[config.mk]
export PLATFORM = sky130hd
export DESIGN_NAME = data_mem_arbiter
export DESIGN_NICKNAME = d
export VERILOG_FILES = /design/src/rtl/data_mem_arbiter.sv
export SDC_FILE = /design/constraint.sdc
export NUM_CORES = 1
export LEC_CHECK = 0
export CORE_MARGIN = 1
export CORE_UTILIZATION = 44
export CTS_CLUSTER_DIAMETER = 100
export DETAILED_ROUTE_END_ITERATION = 8
export GPL_TIMING_DRIVEN = 0
export MAX_ROUTING_LAYER = met4
export PLACE_DENSITY = 0.87
export RECOVER_POWER = 25
export SLEW_MARGIN = 0
export SYNTH_ARGS = -nofsm -noshare
export SYNTH_HDL_FRONTEND = slang
export SYNTH_SLANG_ARGS = --single-unit
[constraint.sdc]
create_clock -name CLK -period 6.3 [get_ports CLK]
set_input_delay 1.26 -clock CLK [delete_from_list [all_inputs] [get_ports CLK]]
set_output_delay 1.26 -clock CLK [all_outputs]
set_load 0.005 [all_outputs]
[src/rtl/data_mem_arbiter.sv]
// Two-port (CPU / DMA-debug) arbiter in front of a single-ported byte-addressed data memory.
// Each transaction runs IDLE -> ACCESS -> RESP; misaligned or out-of-range requests skip ACCESS.
module data_mem_arbiter #(
  parameter int MEM_BYTES = 128,
  parameter bit A_PRIO    = 1'b0
) (
  input  logic        CLK,
  input  logic        Reset,
  input  logic        a_req,
  input  logic        a_rw,
  input  logic [31:0] a_addr,
  input  logic [31:0] a_wdata,
  output logic        a_ack,
  output logic        a_err,
  output logic [31:0] a_rdata,
  input  logic        b_req,
  input  logic        b_rw,
  input  logic [31:0] b_addr,
  input  logic [31:0] b_wdata,
  output logic        b_ack,
  output logic        b_err,
  output logic [31:0] b_rdata,
  output logic        m_RW,
  output logic [31:0] m_DAddr,
  output logic [31:0] m_DataIn,
  input  logic [31:0] m_result
);

  localparam logic [1:0] IDLE   = 2'd0;
  localparam logic [1:0] ACCESS = 2'd1;
  localparam logic [1:0] RESP   = 2'd2;

  localparam logic [31:0] MAX_ADDR = 32'(MEM_BYTES - 4);

  logic [1:0]  state;
  logic        win_b;
  logic        last_b;
  logic        lat_rw;
  logic        lat_err;
  logic [31:0] lat_addr;
  logic [31:0] lat_wdata;

  logic        any_req;
  logic        pick_b;
  logic        sel_rw;
  logic [31:0] sel_addr;
  logic [31:0] sel_wdata;
  logic        sel_fault;

  function automatic logic addr_fault(input logic [31:0] addr);
    return (addr[1:0] != 2'b00) || (addr > MAX_ADDR);
  endfunction

  // Winner selection: fixed A priority, or the port not granted last on a tie.
  always_comb begin
    any_req = a_req | b_req;
    pick_b  = 1'b0;
    if (A_PRIO) begin
      pick_b = b_req & ~a_req;
    end else if (a_req && b_req) begin
      pick_b = ~last_b;
    end else begin
      pick_b = b_req;
    end
    sel_rw    = pick_b ? b_rw    : a_rw;
    sel_addr  = pick_b ? b_addr  : a_addr;
    sel_wdata = pick_b ? b_wdata : a_wdata;
    sel_fault = addr_fault(sel_addr);
  end

  // Control state and load-data capture.
  always_ff @(posedge CLK or posedge Reset) begin
    if (Reset) begin
      state   <= IDLE;
      win_b   <= 1'b0;
      last_b  <= 1'b1;
      lat_rw  <= 1'b0;
      lat_err <= 1'b0;
      a_rdata <= '0;
      b_rdata <= '0;
    end else begin
      case (state)
        IDLE: begin
          if (any_req) begin
            win_b   <= pick_b;
            last_b  <= pick_b;
            lat_rw  <= sel_rw;
            lat_err <= sel_fault;
            state   <= sel_fault ? RESP : ACCESS;
          end
        end
        ACCESS: begin
          if (!lat_rw) begin
            if (win_b) begin
              b_rdata <= m_result;
            end else begin
              a_rdata <= m_result;
            end
          end
          state <= RESP;
        end
        RESP: begin
          state <= IDLE;
        end
        default: begin
          state <= IDLE;
        end
      endcase
    end
  end

  // Address/data of the granted request; only observed while in ACCESS.
  always_ff @(posedge CLK) begin
    if (state == IDLE && any_req) begin
      lat_addr  <= sel_addr;
      lat_wdata <= sel_wdata;
    end
  end

  // Memory side is driven only during ACCESS, so reset or a fault never writes.
  always_comb begin
    m_RW     = (state == ACCESS) & lat_rw;
    m_DAddr  = (state == ACCESS) ? lat_addr  : '0;
    m_DataIn = (state == ACCESS) ? lat_wdata : '0;
  end

  always_comb begin
    a_ack = (state == RESP) & ~win_b;
    b_ack = (state == RESP) &  win_b;
    a_err = a_ack & lat_err;
    b_err = b_ack & lat_err;
  end

endmodule

==> flow_summary_export.csv <==
group,metric,value,unit
status,status,"finished, violations left",
status,violations,"max-capacitance violations, max-slew violations",
die,dieArea,14000,µm²
power,ir_drop,0.177,mV
clocking,root_buffer,"clkbuf_16",
power,p_sw,0.000472,W
yosys,synth_edf_count,64,
yosys,synthArstFlopShare,52.2,%
power,pwr_density_cell,228,nW/µm²
clocking,cts_buffers,17,
worst_setup_path,worstPathArrival,4220,ps
die,die_y,118,µm
sta,rsz0062_at_grt,"no",
sta,layout_min_cycle_time,4150,ps
worst_setup_path,path_class,"in -> async",
yosys,synth.net_count,560,
sta,worst_hold_slack,489,ps
power,power.total,0.00221,W
clocking,cts_buffer_depth,2,
placed_design,dp_hpwl,13100,µm
yosys,synthCells,394,
clocking,postCtsSetupBuffers,0,
worst_setup_path,cp_max_fo,42,
clocking,tritoncts,"done",
power,swShare,21.3,%
yosys,synth_seq_area_share,61.6,%
yosys,ys_warn_count,0,
grt,antenna_found_initial,0,
die,row_count,42,
sta,hold_violations,0,
die,io_pins,299,
power,comb_power_share,12.0,%
power,internal_power,0.00174,W
detailed_routing,viasPerCell,5.02,
detailed_routing,dr.pass1.iters,4,
detailed_routing,drc,0,
grt,overflow,0,
finish,fin_nets,879,
min_path,hold_class,"reg -> reg",
clocking,clock_latency,410,ps
detailed_routing,wl_per_cell,18.9,µm
clocking,cts_hold_buffers,0,
finish,fill_cells,871,
sta,slew_headroom,-46.1,%
sta,worst_clock_skew,6.86,ps
sta,fmax,241,MHz
yosys,syn_area,5960,µm²
placed_design,port_buffers,298,
flow_run,maxCapViolCount,1,
yosys,synth.area.top_cells,"edfxtp_1, dfrtp_1, mux2_2",
power,p_seq_share,45.4,%
finish,drive_gt1_share,22.5,%
clocking,cts_resized,0,
grt,grt_use_total,26.2,%
detailed_routing,postRouteAntennaNets,0,
sta,slew_violations,43,
yosys,synth_commonest_cells,"mux2_2, dfrtp_1, and2_1",
yosys,synth.distinct_cells,29,
yosys,synth_top_area_share,32.2,%
sta,tns,0,ps
sta,tightestPinTransition,2190,ps
finish,fin_cells,901,
sta,setup_viol,0,
placed_design,dp_cells,870,
grt,grt_max_degree,43,
die,die_w,118,µm
grt,grt_pass1_wl,26400,µm
grt,grt_pass1_vias,4930,
sta,period_share,65.9,%
die,initial_utilization,45.0,%
finish,antenna-diode-count,0,
detailed_routing,drt_iter0_markers,211,
power,pwr-share-clk,42.6,%
yosys,synth.largest_area_cell,"edfxtp_1",
finish,fin_util,73.2,%
detailed_routing,via_count,4526,
detailed_routing,routed_wl,17100,µm
worst_setup_path,cp_data_required_time,6370,ps
clocking,h-tree-depth,4,
power,p_leak,3.90,nW
clocking,clkTransAtPathRegs,50,ps
yosys,ys.flop_type,"dfrtp_1",
yosys,avgSynthCellArea,15.1,µm²
yosys,ys_ff_latch,134,
die,core-area,13200,µm²
finish,synthToLayoutAreaGrowth,62.6,%
yosys,synth_most_common_cell,"mux2_2",
worst_setup_path,endpoint_kind,"asynchronous set/reset pin",
placed_design,gp_congestion,1.00,
worst_setup_path,worstSetupStartpointType,"primary input",
clocking,cts_sinks,134,
[state kept, by name, summed over array words and instances, names as in the netlist]
name	cells
a_rdata	32
b_rdata	32
lat_addr	32
lat_wdata	32
state	2
last_b	1
lat_err	1
lat_rw	1
win_b	1
[cell families after synthesis]
group / count (synthesis) / synth area share, %
flops: 134 / 61.6
mux: 130 / 24.5
simple gates: 98 / 10.4
buf+inv: 23 / 2.48
compound gates: 9 / 1.01
[area by class of cell]
| class | count | area [µm²] | share of cell area (%) |
|---|---|---|---|
| buffer | 20 | 91.3 | 0.942 |
| clock buffer | 25 | 538 | 5.55 |
| clock inverter | 6 | 37.5 | 0.387 |
| inverter | 3 | 11.3 | 0.116 |
| multi-input combinational | 237 | 2120 | 21.9 |
| sequential | 134 | 3670 | 37.9 |
| tap | 176 | 220 | 2.27 |
| timing repair buffer | 300 | 3010 | 31.0 |
[cells in the final DEF (no fill, tap or decap)]
cell type and instances:
a21boi_2 1, a21oi_1 2, a311oi_1 1, a31oi_1 2
and2_1 67, and2b_1 1, and3_1 1, buf_12 1
buf_2 4, buf_4 3, clkbuf_1 16, clkbuf_16 19
clkbuf_8 4, clkdlybuf4s50_1 292, clkinv_2 4, clkinv_4 1
dfrtp_1 69, dfstp_2 1, dlygate4sd3_1 6, edfxtp_1 64
inv_1 3, inv_6 1, mux2_1 5, mux2_2 123
mux2i_1 2, nand2_1 3, nand4_1 3, nor2_1 6
nor3_1 2, nor4_1 14, o21a_4 1, o21ai_0 1
o21ai_1 1, or4_1 1
[through the flow]
| step | setup slack [ps] | instance area (µm²) |
|---|---|---|
| after floorplan | 3040 | 5960 |
| final | 2150 | 9700 |
| after global routing | 1600 | 9700 |
| after global placement | 1800 | 9170 |
| after CTS | 2240 | 9790 |
| after detailed placement | 2690 | 9220 |
[path summary, 6_finish.rpt]
| check | startpoint | to | slack (ps) | depth (start not counted) |
|---|---|---|---|---|
| worst max register to register | state[0] | a_rdata[9] | 3820 | 4 |
| worst max-delay path | Reset | a_rdata[16] | 2150 | 3 |
| max in group CLK | state[0] | m_DAddr[28] | 2390 | 6 |
| worst min-delay path | b_rdata[29] | b_rdata[29] | 490 | 1 |
| worst min register to register | b_rdata[29] | b_rdata[29] | 490 | 1 |
| min in group asynchronous | Reset | a_rdata[1] | 1550 | 2 |
[power groups by stage]
stage,registers (W),clock network [W],logic [W]
detailed placement,0.00102,0,0.000270
CTS,0.00101,0.000958,0.000271
global placement,0.00103,0,0.000255
floorplan,0.00102,0,0.000113
global route,0.00101,0.00100,0.000285
finish,0.00101,0.000942,0.000267
[per-layer routing]
| metal | up-vias | wire [µm] | global-route usage (%) |
|---|---|---|---|
| met5 | - | 0 | - |
| met3 | 33 | 1250 | 8.16 |
| li1 | 2070 | - | - |
| met4 | 0 | 496 | 11.9 |
| met1 | 2204 | 6370 | 27.6 |
| met2 | 219 | 8940 | 45.1 |
[critical path, cell delays in order]
cell and delay [ps]:
dlygate4sd3_1 530, inv_1 760, clkbuf_1 1630
No activity file was read; power rests on OpenSTA's default activity.
